### src/rtl/mc_control_if.sv
// Control bundle between the multi-cycle MIPS controller and its datapath:
// decoded IR fields and ALU flags in, enables/selects/ALU opcode out.
interface mc_control_if;
  logic [5:0] op;
  logic [5:0] funct;
  logic       zero;
  logic       overflow;
  logic       pc_en;
  logic       ir_en;
  logic       iord;
  logic       mem_we;
  logic       reg_we;
  logic [1:0] regdst;
  logic [1:0] memtoreg;
  logic [1:0] alusrca;
  logic [1:0] alusrcb;
  logic       ext_sign;
  logic [3:0] alucont;
  logic [1:0] pcsrc;
  logic [3:0] state;
  logic       exc;

  modport master (
    input  op, funct, zero, overflow,
    output pc_en, ir_en, iord, mem_we, reg_we, regdst, memtoreg,
           alusrca, alusrcb, ext_sign, alucont, pcsrc, state, exc
  );

  modport slave (
    output op, funct, zero, overflow,
    input  pc_en, ir_en, iord, mem_we, reg_we, regdst, memtoreg,
           alusrca, alusrcb, ext_sign, alucont, pcsrc, state, exc
  );
endinterface

### src/rtl/mc_control.sv
// Multi-cycle MIPS control FSM. Optional overflow trap on add/sub/addi
// write-back is enabled by defining OVERFLOW_TRAP_EN.
module mc_control #(
  parameter logic [3:0] RESET_STATE = 4'd0
) (
  input  logic         clk,
  input  logic         rst,
  mc_control_if.master bus
);
  typedef enum logic [3:0] {
    S_FETCH  = 4'd0,  S_DECODE = 4'd1,  S_MEMADR = 4'd2,  S_MEMRD = 4'd3,
    S_MEMWB  = 4'd4,  S_MEMWR  = 4'd5,  S_REXEC  = 4'd6,  S_RWB   = 4'd7,
    S_IEXEC  = 4'd8,  S_IWB    = 4'd9,  S_BRANCH = 4'd10, S_JUMP  = 4'd11,
    S_JAL    = 4'd12, S_JR     = 4'd13, S_RSV14  = 4'd14, S_RSV15 = 4'd15
  } state_t;

  localparam logic [3:0] ALU_ADDU = 4'b0000, ALU_SUBU = 4'b0001, ALU_ADD  = 4'b0010,
                         ALU_SUB  = 4'b0011, ALU_OR   = 4'b0100, ALU_AND  = 4'b0101,
                         ALU_XOR  = 4'b0110, ALU_NOR  = 4'b0111, ALU_SLTU = 4'b1000,
                         ALU_SLT  = 4'b1001, ALU_SLL  = 4'b1010, ALU_SRL  = 4'b1011,
                         ALU_SRA  = 4'b1100, ALU_LUI  = 4'b1101;

  localparam logic [5:0] OP_RTYPE = 6'b000000, OP_J    = 6'b000010, OP_JAL   = 6'b000011,
                         OP_BEQ   = 6'b000100, OP_BNE  = 6'b000101, OP_ADDI  = 6'b001000,
                         OP_ADDIU = 6'b001001, OP_SLTI = 6'b001010, OP_SLTIU = 6'b001011,
                         OP_ANDI  = 6'b001100, OP_ORI  = 6'b001101, OP_XORI  = 6'b001110,
                         OP_LUI   = 6'b001111, OP_LW   = 6'b100011, OP_SW    = 6'b101011;
  localparam logic [5:0] FN_JR = 6'b001000, FN_ADD = 6'b100000, FN_SUB = 6'b100010;

  state_t state_reg, state_next;

  logic       pc_en_c, ir_en_c, iord_c, mem_we_c, reg_we_c, ext_sign_c;
  logic [1:0] regdst_c, memtoreg_c, alusrca_c, alusrcb_c, pcsrc_c;
  logic [3:0] alucont_c;
  logic       r_known, r_shift, i_sign, trap;
  logic [3:0] r_alu, i_alu;

  always_ff @(posedge clk or posedge rst) begin
    if (rst) state_reg <= state_t'(RESET_STATE);
    else     state_reg <= state_next;
  end

  // R-type funct decode; r_known screens out functs this core does not implement
  always_comb begin
    r_known = 1'b1;
    r_shift = 1'b0;
    r_alu   = ALU_ADDU;
    case (bus.funct)
      6'b000000: begin r_alu = ALU_SLL; r_shift = 1'b1; end
      6'b000010: begin r_alu = ALU_SRL; r_shift = 1'b1; end
      6'b000011: begin r_alu = ALU_SRA; r_shift = 1'b1; end
      6'b100000: r_alu = ALU_ADD;
      6'b100001: r_alu = ALU_ADDU;
      6'b100010: r_alu = ALU_SUB;
      6'b100011: r_alu = ALU_SUBU;
      6'b100100: r_alu = ALU_AND;
      6'b100101: r_alu = ALU_OR;
      6'b100110: r_alu = ALU_XOR;
      6'b100111: r_alu = ALU_NOR;
      6'b101010: r_alu = ALU_SLT;
      6'b101011: r_alu = ALU_SLTU;
      default:   r_known = 1'b0;
    endcase
  end

  always_comb begin
    i_alu  = ALU_ADDU;
    i_sign = 1'b1;
    case (bus.op)
      OP_ADDI:  i_alu = ALU_ADD;
      OP_ADDIU: i_alu = ALU_ADDU;
      OP_SLTI:  i_alu = ALU_SLT;
      OP_SLTIU: i_alu = ALU_SLTU;
      OP_ANDI:  begin i_alu = ALU_AND; i_sign = 1'b0; end
      OP_ORI:   begin i_alu = ALU_OR;  i_sign = 1'b0; end
      OP_XORI:  begin i_alu = ALU_XOR; i_sign = 1'b0; end
      OP_LUI:   begin i_alu = ALU_LUI; i_sign = 1'b0; end
      default:  ;
    endcase
  end

  always_comb begin
    state_next = S_FETCH;
    pc_en_c    = 1'b0;
    ir_en_c    = 1'b0;
    iord_c     = 1'b0;
    mem_we_c   = 1'b0;
    reg_we_c   = 1'b0;
    regdst_c   = 2'b00;
    memtoreg_c = 2'b00;
    alusrca_c  = 2'b00;
    alusrcb_c  = 2'b00;
    ext_sign_c = 1'b0;
    alucont_c  = ALU_ADDU;
    pcsrc_c    = 2'b00;
    case (state_reg)
      S_FETCH: begin
        ir_en_c = 1'b1; pc_en_c = 1'b1; alusrcb_c = 2'b01;
        state_next = S_DECODE;
      end
      S_DECODE: begin
        alusrcb_c = 2'b11; ext_sign_c = 1'b1;
        case (bus.op)
          OP_LW, OP_SW:         state_next = S_MEMADR;
          OP_RTYPE:             state_next = (bus.funct == FN_JR) ? S_JR :
                                             (r_known ? S_REXEC : S_FETCH);
          OP_ADDI, OP_ADDIU, OP_SLTI, OP_SLTIU,
          OP_ANDI, OP_ORI, OP_XORI, OP_LUI: state_next = S_IEXEC;
          OP_BEQ, OP_BNE:       state_next = S_BRANCH;
          OP_J:                 state_next = S_JUMP;
          OP_JAL:               state_next = S_JAL;
          default:              state_next = S_FETCH;
        endcase
      end
      S_MEMADR: begin
        alusrca_c = 2'b01; alusrcb_c = 2'b10; ext_sign_c = 1'b1;
        state_next = (bus.op == OP_SW) ? S_MEMWR : S_MEMRD;
      end
      S_MEMRD: begin iord_c = 1'b1; state_next = S_MEMWB; end
      S_MEMWB: begin reg_we_c = 1'b1; memtoreg_c = 2'b01; end
      S_MEMWR: begin iord_c = 1'b1; mem_we_c = 1'b1; end
      S_REXEC: begin
        alusrca_c = r_shift ? 2'b10 : 2'b01;
        alucont_c = r_alu;
        state_next = S_RWB;
      end
      S_RWB: begin reg_we_c = 1'b1; regdst_c = 2'b01; end
      S_IEXEC: begin
        alusrca_c = 2'b01; alusrcb_c = 2'b10;
        alucont_c = i_alu; ext_sign_c = i_sign;
        state_next = S_IWB;
      end
      S_IWB: reg_we_c = 1'b1;
      S_BRANCH: begin
        alusrca_c = 2'b01; alucont_c = ALU_SUBU; pcsrc_c = 2'b01;
        pc_en_c = (bus.op == OP_BNE) ? ~bus.zero : bus.zero;
      end
      S_JUMP: begin pcsrc_c = 2'b10; pc_en_c = 1'b1; end
      // PC already holds PC+4 here, so the link value is taken from it
      S_JAL: begin
        pcsrc_c = 2'b10; pc_en_c = 1'b1; reg_we_c = 1'b1;
        regdst_c = 2'b10; memtoreg_c = 2'b10;
      end
      S_JR: begin pcsrc_c = 2'b11; pc_en_c = 1'b1; end
      default: ;
    endcase
  end

`ifdef OVERFLOW_TRAP_EN
  logic ovf_reg;
  logic trap_class;

  // Flag captured at the end of the EXEC cycle; op/funct still held by IR in WB
  always_ff @(posedge clk or posedge rst) begin
    if (rst)                                          ovf_reg <= 1'b0;
    else if (state_reg == S_REXEC || state_reg == S_IEXEC) ovf_reg <= bus.overflow;
  end

  assign trap_class = (bus.op == OP_ADDI) ||
                      (bus.op == OP_RTYPE && (bus.funct == FN_ADD || bus.funct == FN_SUB));
  assign trap = ovf_reg && trap_class && (state_reg == S_RWB || state_reg == S_IWB);
`else
  logic unused_overflow;
  assign unused_overflow = bus.overflow;
  assign trap = 1'b0;
`endif

  assign bus.pc_en    = pc_en_c & ~rst;
  assign bus.ir_en    = ir_en_c & ~rst;
  assign bus.mem_we   = mem_we_c & ~rst;
  assign bus.reg_we   = reg_we_c & ~trap & ~rst;
  assign bus.exc      = trap & ~rst;
  assign bus.iord     = iord_c;
  assign bus.regdst   = regdst_c;
  assign bus.memtoreg = memtoreg_c;
  assign bus.alusrca  = alusrca_c;
  assign bus.alusrcb  = alusrcb_c;
  assign bus.ext_sign = ext_sign_c;
  assign bus.alucont  = alucont_c;
  assign bus.pcsrc    = pcsrc_c;
  assign bus.state    = state_reg;
endmodule

### src/flat_wrapper.sv
// flat-port wrapper written by rule: the top's interface ports become plain ports
module mc_control_flat 
#(
  parameter logic [3:0] RESET_STATE = 4'd0
)
  (clk, rst, bus_op, bus_funct, bus_zero, bus_overflow, bus_pc_en, bus_ir_en, bus_iord, bus_mem_we, bus_reg_we, bus_regdst, bus_memtoreg, bus_alusrca, bus_alusrcb, bus_ext_sign, bus_alucont, bus_pcsrc, bus_state, bus_exc);
  mc_control_if bus_i ();
  input  logic clk;
  input  logic rst;
  input wire logic [$bits(bus_i.op)-1:0] bus_op;
  input wire logic [$bits(bus_i.funct)-1:0] bus_funct;
  input wire logic [$bits(bus_i.zero)-1:0] bus_zero;
  input wire logic [$bits(bus_i.overflow)-1:0] bus_overflow;
  output wire logic [$bits(bus_i.pc_en)-1:0] bus_pc_en;
  output wire logic [$bits(bus_i.ir_en)-1:0] bus_ir_en;
  output wire logic [$bits(bus_i.iord)-1:0] bus_iord;
  output wire logic [$bits(bus_i.mem_we)-1:0] bus_mem_we;
  output wire logic [$bits(bus_i.reg_we)-1:0] bus_reg_we;
  output wire logic [$bits(bus_i.regdst)-1:0] bus_regdst;
  output wire logic [$bits(bus_i.memtoreg)-1:0] bus_memtoreg;
  output wire logic [$bits(bus_i.alusrca)-1:0] bus_alusrca;
  output wire logic [$bits(bus_i.alusrcb)-1:0] bus_alusrcb;
  output wire logic [$bits(bus_i.ext_sign)-1:0] bus_ext_sign;
  output wire logic [$bits(bus_i.alucont)-1:0] bus_alucont;
  output wire logic [$bits(bus_i.pcsrc)-1:0] bus_pcsrc;
  output wire logic [$bits(bus_i.state)-1:0] bus_state;
  output wire logic [$bits(bus_i.exc)-1:0] bus_exc;
  assign bus_i.op = bus_op;
  assign bus_i.funct = bus_funct;
  assign bus_i.zero = bus_zero;
  assign bus_i.overflow = bus_overflow;
  assign bus_pc_en = bus_i.pc_en;
  assign bus_ir_en = bus_i.ir_en;
  assign bus_iord = bus_i.iord;
  assign bus_mem_we = bus_i.mem_we;
  assign bus_reg_we = bus_i.reg_we;
  assign bus_regdst = bus_i.regdst;
  assign bus_memtoreg = bus_i.memtoreg;
  assign bus_alusrca = bus_i.alusrca;
  assign bus_alusrcb = bus_i.alusrcb;
  assign bus_ext_sign = bus_i.ext_sign;
  assign bus_alucont = bus_i.alucont;
  assign bus_pcsrc = bus_i.pcsrc;
  assign bus_state = bus_i.state;
  assign bus_exc = bus_i.exc;
  mc_control #(.RESET_STATE(RESET_STATE)) u_core (.clk(clk), .rst(rst), .bus(bus_i));
endmodule
### config.mk
export PLATFORM = sky130hd
export DESIGN_NAME = mc_control_flat
export DESIGN_NICKNAME = d
export VERILOG_FILES = /design/src/rtl/mc_control_if.sv /design/src/rtl/mc_control.sv /design/src/flat_wrapper.sv
export SDC_FILE = /design/constraint.sdc
export NUM_CORES = 1
export LEC_CHECK = 0
export CAP_MARGIN = 5
export CORE_MARGIN = 5
export CORE_UTILIZATION = 41
export CTS_BUF_LIST = sky130_fd_sc_hd__clkbuf_4 sky130_fd_sc_hd__clkbuf_8 sky130_fd_sc_hd__clkbuf_16
export DETAILED_ROUTE_END_ITERATION = 8
export GPL_ROUTABILITY_DRIVEN = 0
export PLACE_DENSITY = 0.8
export SYNTH_ARGS = -nofsm -noshare
export SYNTH_HDL_FRONTEND = slang
export SYNTH_SLANG_ARGS = --single-unit
### constraint.sdc
create_clock -name clk -period 2 [get_ports clk]
set_input_delay 0.2 -clock clk [delete_from_list [all_inputs] [get_ports clk]]
set_output_delay 0.2 -clock clk [all_outputs]
set_load 0.05 [all_outputs]
======== After elaboration in Yosys (flattened, before gate mapping) ========
Index checks and enable logic that the tools add are counted.
word-level totals
  flip-flop bits (word level) ............. 4
  input bits .............................. 16
  output and inout port bits .............. 25
  logic and storage cells ................. 87
operators by class
  eq/ne operators ......................... 40
  mux-type cells .......................... 24
  bitwise gates (word level) .............. 6
  reduce and logical (&&, ||, !) cells .... 16
operator list
  kind                                            count
  == test 6 bit (second input constant)           12
  == test 6 x 4 -> 1 bit (second input constant)  9
  one-hot mux 4 bit (12 select lines)             1
  one-hot mux 4 bit (6 select lines)              2
  one-hot mux 4 bit (7 select lines)              1
  == test 4 bit (second input constant)           6
  == test 6 x 2 -> 1 bit (second input constant)  4
  == test 4 x 3 -> 1 bit (second input constant)  4
  OR reduction 13 bit                             1
  == test 6 x 3 -> 1 bit (second input constant)  2
  zero test 6 bit                                 2
  one-hot mux 2 bit (2 select lines)              3
  one-hot mux 2 bit (3 select lines)              2
  one-hot mux 4 bit (3 select lines)              1
  OR reduction 2 bit                              6
  OR reduction 4 bit                              3
  == test 4 x 2 -> 1 bit (second input constant)  2
  two-way mux 1 bit                               8
  OR reduction 8 bit                              1
  two-way mux 3 bit                               2
  OR reduction 3 bit                              2
  AND 1 bit                                       4
  == test 4 x 1 -> 1 bit (second input constant)  1
  zero test 4 bit                                 1
  other kinds (4)                                 6

======== Longest topological paths before layout ========
Gate-level depths: netlist (run 1).
  depth after elaboration ................. 7
  mapped depth ............................ 6
  gate-level depth less buffers ........... 5

======== Worst setup path after synthesis (run 1) ========
No wires, ideal clock.
  path kind ............................... register to output
  from .................................... reg u_core.state_reg[2] (netlist: u_core.bus.state[2])
  to ...................................... out bus_alucont[1]
  data arrival time ....................... 2.572 ns
  data required time ...................... 1.800 ns
  slack ................................... -0.772 ns
  cell stages (with the launch flop) ...... 6
  path buffers ............................ 1
  cell sequence ........................... dfrtp_1 buf_2 nor2b_1 nand2_1 a2111o_1 o21ai_0
on the way
  cells in the longest elaborated chain, start to end .. 2
  elaborated cells between the ends (all ways) .. 4
  those cells by class .................... eq/ne (3); mux (1)
ends and longest elaborated chain
  what                                                            RTL line            text
  start: declaration                                              mc_control.sv:30    state_t state_reg, state_next;
  start signal: assignment                                        mc_control.sv:39    if (rst) state_reg <= state_t'(RESET_STATE);
  start signal: assignment                                        mc_control.sv:40    else state_reg <= state_next;
  == test 4 bit / == test 4 x 3 -> 1 bit (equally long branches)  mc_control.sv:96    case (state_reg)
  one-hot mux 4 bit (3 select lines) (*)                          mc_control.sv:96
  end: declaration                                                flat_wrapper.sv:24  output wire logic [$bits(bus_i.alucont)-1:0] bus_alucont;
Every way passes the cells marked *; elsewhere a longest branch is shown, timed or not.

======== Worst setup path in the final report (run 1) ========
  from .................................... reg u_core.state_reg[3] (netlist: u_core.bus.state[3])
  to ...................................... out bus_alucont[3]
The elaborated chain is that of the path after synthesis.

==> results.yml, run 1 <==
status:
  outcome: "completed"
synthesis:
  synthXorXnorAreaFrac: 0.0102
  synth.area.mux_share: 0
  synth.largest_area_cell: "dfrtp_1"
  synth_cell_types: 40
  synth_edf_count: 0
  yosysTopAreaCellShare: 0.116
  synth_area_um2: 862
  synth_top_family_by_area: "simple AND/OR/NAND/NOR gates"
  synthCells: 143
  syn_area_per_cell_um2: 6.03
  synth_seq_area_share: 0.116
  yosys-top-cells-area: "dfrtp_1 12%, nor2_1 10%, nand2_1 7.4%"
  ys_seq_elements: 4
  synth_fp_nets: 159
  yosys_warnings: 0
  synth-compound-area-share: 0.316
  async_reset_ff_frac: 1.00
  synth-adder-area-share: 0
  synth_flop_cell: "dfrtp_1"
  synth_simple_gate_area_frac: 0.480
global_route:
  grt-ovfl-total: 0
  grt_max_degree: 21
  antenna_found_initial: 0
  grt_pass1_wl_mm: 6.29
  grt_pass1_vias: 1348
  track_usage: 0.246
timing:
  holdWs_ns: 0.363
  hold_violations: 0
  final.min_clock_period_ns: 1.97
  max_freq_mhz: 508
  drv_slew: 0
  fin_ws_ns: 0.0326
  tns_ns: 0
  rsz0062_at_grt: "yes"
  post-route-period-util: 0.984
  fin_worst_skew_ns: 0.00821
  finalSetupViolations: 0
layout:
  syn2layout_area_growth_pct: 112
  num_antenna_cells: 0
  final_cells: 229
  layout_commonest_cell: "buf_4"
  drive_above_1_share: 0.436
  largest_reg_flops: 4
  fin_util: 0.921
  final_cell_mix: "31 x buf_4, 20 x buf_12, 18 x nor2_1"
  final_area_um2: 1830
  nets: 220
worst_setup_path:
  critPathKind: "flop to primary output"
  endpoint_kind: "primary output"
  worstSetupStartpointType: "flop"
  crit_family: "compound AO/OA/AOI/OAI gates"
  cp_max_fo: 2
  crit_chain: "nor2b_4 > nand2_2 > a2111o_1 > o41ai_4 > buf_12"
  crit_arrival_ns: 1.77
  worstPathRequired_ns: 1.80
  critical_path.max_stage_delay_ns: 0.42
  slowest_stage: "dfrtp_2"
  critPathBufInv: 1
drt:
  first_pass_iters: 4
  drc: 0
  ant_nets: 0
  drt-total-wl_mm: 4.05
  routed_via_density: 6.16
  initialDrtViolationCount: 72
  wire_per_inst_um: 17.7
  vias: 1410
place:
  dp_slack_ns: -0.259
  portBuffers: 38
  dpl.cell_count: 226
  place_hpwl_mm: 3.08
  placed_area_um2: 1760
clocking:
  cts_max_level: 1
  clockBufferDepth: 2
  holdBufCountCts: 0
  clk_pin_slew_ns: 0.04
  clk_latency_ns: 0.25
  root_buffer: "clkbuf_4"
  numCtsBuffers: 3
  cts_sinks: 4
  cts_setup_buffers: 0
  cts_tree: "yes"
die:
  die-width_um: 55.9
  die_area_um2: 3120
  die_h_um: 55.9
  rows: 16
  initial_core_util: 0.435
  core_region_area_um2: 1980
  ios: 41
pwr:
  power_leakage_nw: 0.734
  p_per_area_nw_per_um2: 771
  peakVddDrop_uv: 866
  power_mw: 1.41
min_path:
  min_path_type: "primary input to async pin"
flow_run:
  max_cap_viol_count: 0
area by class of cell:
cell class                 count  area [µm²]
multi-input combinational    125         860
inverter                       3        11.3
timing repair buffer          67         793
tap                           27        33.8
fill                          75         156
clock buffer                   3        22.5
sequential                     4         105
timing repair:
action	4_1_cts	5_1_grt
resized for setup	9	14
setup endpoints to repair	6	9
pin swaps	3	5
worst register-to-register path, delay by kind of cell, from the launching register on:
family / cells / cell delay (ns)
buffers and inverters: 1 / 0.15
AND/OR/NAND/NOR: 2 / 0.48
flip-flops: 1 / 0.47
AO/OA/AOI/OAI: 2 / 0.42
logic make-up after synthesis:
family / Yosys count
compound gates: 39
xor+xnor: 1
buf+inv: 14
flops: 4
other cells: 1
simple gates: 84
synthesized netlist by cell type, types with 2 or more instances:
master / count
nor2_1: 23
nand2_1: 17
nor3_1: 10
a21oi_1: 9
nand2b_1: 9
clkbuf_1: 7
nand3_1: 6
nor2b_1: 6
a31oi_1: 5
o21ai_0: 5
dfrtp_1: 4
inv_1: 3
nor4_1: 3
a211oi_1: 2
a21o_1: 2
and2_1: 2
and3_1: 2
buf_2: 2
buf_4: 2
nand3b_1: 2
o211ai_1: 2
o32ai_1: 2
where the power goes:
| group | internal [mW] | switching (mW) | total [mW] |
|---|---|---|---|
| combinational | 0.485 | 0.667 | 1.15 |
| sequential | 0.101 | 0.0448 | 0.146 |
| clock | 0.0676 | 0.0408 | 0.108 |
final timing paths:
| kind | from | end | slack (ns) | cells after the start |
|---|---|---|---|---|
| min in group clk | bus_op[2] | u_core.bus.state[2] | 0.57 | 5 |
| min | rst | u_core.bus.state[3] | 0.36 | 2 |
| max | u_core.bus.state[3] | bus_alucont[3] | 0.03 | 5 |
| max reg2reg | u_core.bus.state[1] | u_core.bus.state[0] | 0.37 | 5 |
| max in group asynchronous | rst | u_core.bus.state[2] | 1.46 | 2 |
| min reg2reg | u_core.bus.state[1] | u_core.bus.state[3] | 0.63 | 1 |
per-layer routing:
metal,vias to the layer above,wire length (µm),global-route usage
met1,673,1490,0.286
met2,78,2120,0.468
met4,0,158,0.0576
li1,635,-,-
met5,-,0,0
met3,24,288,0.0371
No activity file was read; power rests on OpenSTA's default activity.
==> run 2: changes to the inputs <==
==> constraint.sdc (replaced) <==
create_clock -name clk -period 2 [get_ports clk]
set_input_delay 0.2 -clock clk [delete_from_list [all_inputs] [get_ports clk]]
set_output_delay 0.2 -clock clk [all_outputs]
set_load 0.005 [all_outputs]
==> results.yml, run 2 (synthesis results as in run 1) <==
drt:
  drc: 0
  vias: 1571
  ant_nets: 0
  wire_per_inst_um: 18.0
  drt-total-wl_mm: 4.49
  routed_via_density: 6.31
  initialDrtViolationCount: 98
  first_pass_iters: 5
layout:
  final_area_um2: 1680
  drive_above_1_share: 0.324
  final_cell_mix: "46 x buf_4, 20 x nor2_1, 18 x clkdlybuf4s50_1"
  largest_reg_flops: 4
  num_antenna_cells: 0
  layout_commonest_cell: "buf_4"
  nets: 240
  fill_cells: 126
  final_cells: 249
  syn2layout_area_growth_pct: 95.1
clocking:
  numCtsBuffers: 3
  clockBufferDepth: 2
  clk_latency_ns: 0.27
  clk_pin_slew_ns: 0.05
  cts_tree: "yes"
  root_buffer: "clkbuf_4"
  cts_max_level: 1
  cts_sinks: 4
worst_setup_path:
  critPathKind: "flop to primary output"
  endpoint_kind: "primary output"
  crit_chain: "nor2b_4 > nand2_2 > a2111o_1 > buf_6 > o41ai_4 > buf_2"
  critical_path.max_stage_delay_ns: 0.39
  crit_arrival_ns: 1.94
  critPathBufInv: 2
  slowest_stage: "dfrtp_1"
  worstSetupStartpointType: "flop"
  cp_max_fo: 2
  crit_family: "compound AO/OA/AOI/OAI gates"
  worstPathRequired_ns: 1.80
timing:
  fin_worst_skew_ns: 0.00711
  max_freq_mhz: 467
  final.min_clock_period_ns: 2.14
  post-route-period-util: 1.07
  finalSetupViolations: 1
  fin_ws_ns: -0.143
  hold_violations: 0
  tns_ns: -0.143
  rsz0062_at_grt: "yes"
  drv_slew: 0
pwr:
  p_per_area_nw_per_um2: 555
  power_leakage_nw: 0.846
  peakVddDrop_uv: 365
die:
  rows: 16
  die_area_um2: 3120
  die_h_um: 55.9
  core_region_area_um2: 1980
  initial_core_util: 0.435
  die-width_um: 55.9
  ios: 41
status:
  violations: "setup timing"
  outcome: "complete, but fails checks"
place:
  dpl.cell_count: 234
  place_hpwl_mm: 2.87
  dp_slack_ns: -0.485
  placed_area_um2: 1500
  portBuffers: 38
global_route:
  grt_pass1_vias: 1440
  grt-ovfl-total: 0
  antenna_found_initial: 0
  grt_max_degree: 21
  busiest_layer: "met2"
  track_usage: 0.257
  grt_pass1_wl_mm: 6.49
  met2_usage: 0.451
  use_met3: 0.0626
  use_met1: 0.275
min_path:
  min_path_type: "primary input to async pin"
flow_run:
  max_cap_viol_count: 0
run 2: changes by cell type in the layout (fill, tap and decap cells not counted), moves of 4 or more:
| cell | before | now |
|---|---|---|
| buf_4 | 31 | 46 |
| nor3_1 | 4 | 8 |
| dlygate4sd2_1 | 4 | 8 |
| buf_12 | 20 | 0 |
| dlymetal6s2s_1 | 2 | 8 |
| clkdlybuf4s50_1 | 9 | 18 |
run 2: timing repair:
action	4_1_cts	5_1_grt
resized for setup	29	22
gates cloned	0	0
pin swaps	2	5
hold buffers	0	0
setup endpoints to repair	15	11
setup buffers	7	5
run 2: metrics by stage:
step	hold WS, ns	util	total power [mW]
after floorplan	-0.0339	-	0.396
after global placement	0.525	0.758	0.725
after detailed placement	0.547	0.758	0.741
after CTS	0.286	0.798	0.869
after global routing	0.312	0.848	0.986
final	0.273	0.848	0.933
run 2: metal layers:
metal  wire length, µm  part of all wire  vias to the layer above
met2              2060              0.46                      126
met5                 0                 0                        -
met3               479              0.11                       35
met4               251             0.056                        0
met1              1700              0.38                      728
li1                  -                 -                      682
run 2: cell type report:
class | instances | area [µm²] | area share
Timing Repair Buffer | 87 | 749 | 0.446
Inverter | 3 | 11.3 | 0.00670
Tap cell | 27 | 33.8 | 0.0201
Clock buffer | 3 | 22.5 | 0.0134
Sequential cell | 4 | 101 | 0.0603
Multi-Input combinational cell | 125 | 763 | 0.454
run 2: final timing paths:
path / startpoint / to / slack (ns) / cells past startpoint
setup / recovery: u_core.bus.state[2] / bus_alucont[3] / -0.14 / 6
hold / removal: rst / u_core.bus.state[0] / 0.27 / 2
setup reg to reg: u_core.bus.state[2] / u_core.bus.state[0] / 0.33 / 5
hold reg to reg: u_core.bus.state[1] / u_core.bus.state[3] / 0.67 / 2
max in group asynchronous: rst / u_core.bus.state[1] / 1.53 / 2
min in group clk: u_core.bus.state[1] / u_core.bus.state[3] / 0.67 / 2
run 2: power by group:
group	internal (mW)	switching (mW)	leakage [nW]	total, mW
clock	0.0685	0.0543	0.0138	0.123
sequential	0.0983	0.0142	0.0524	0.112
combinational	0.343	0.354	0.780	0.697
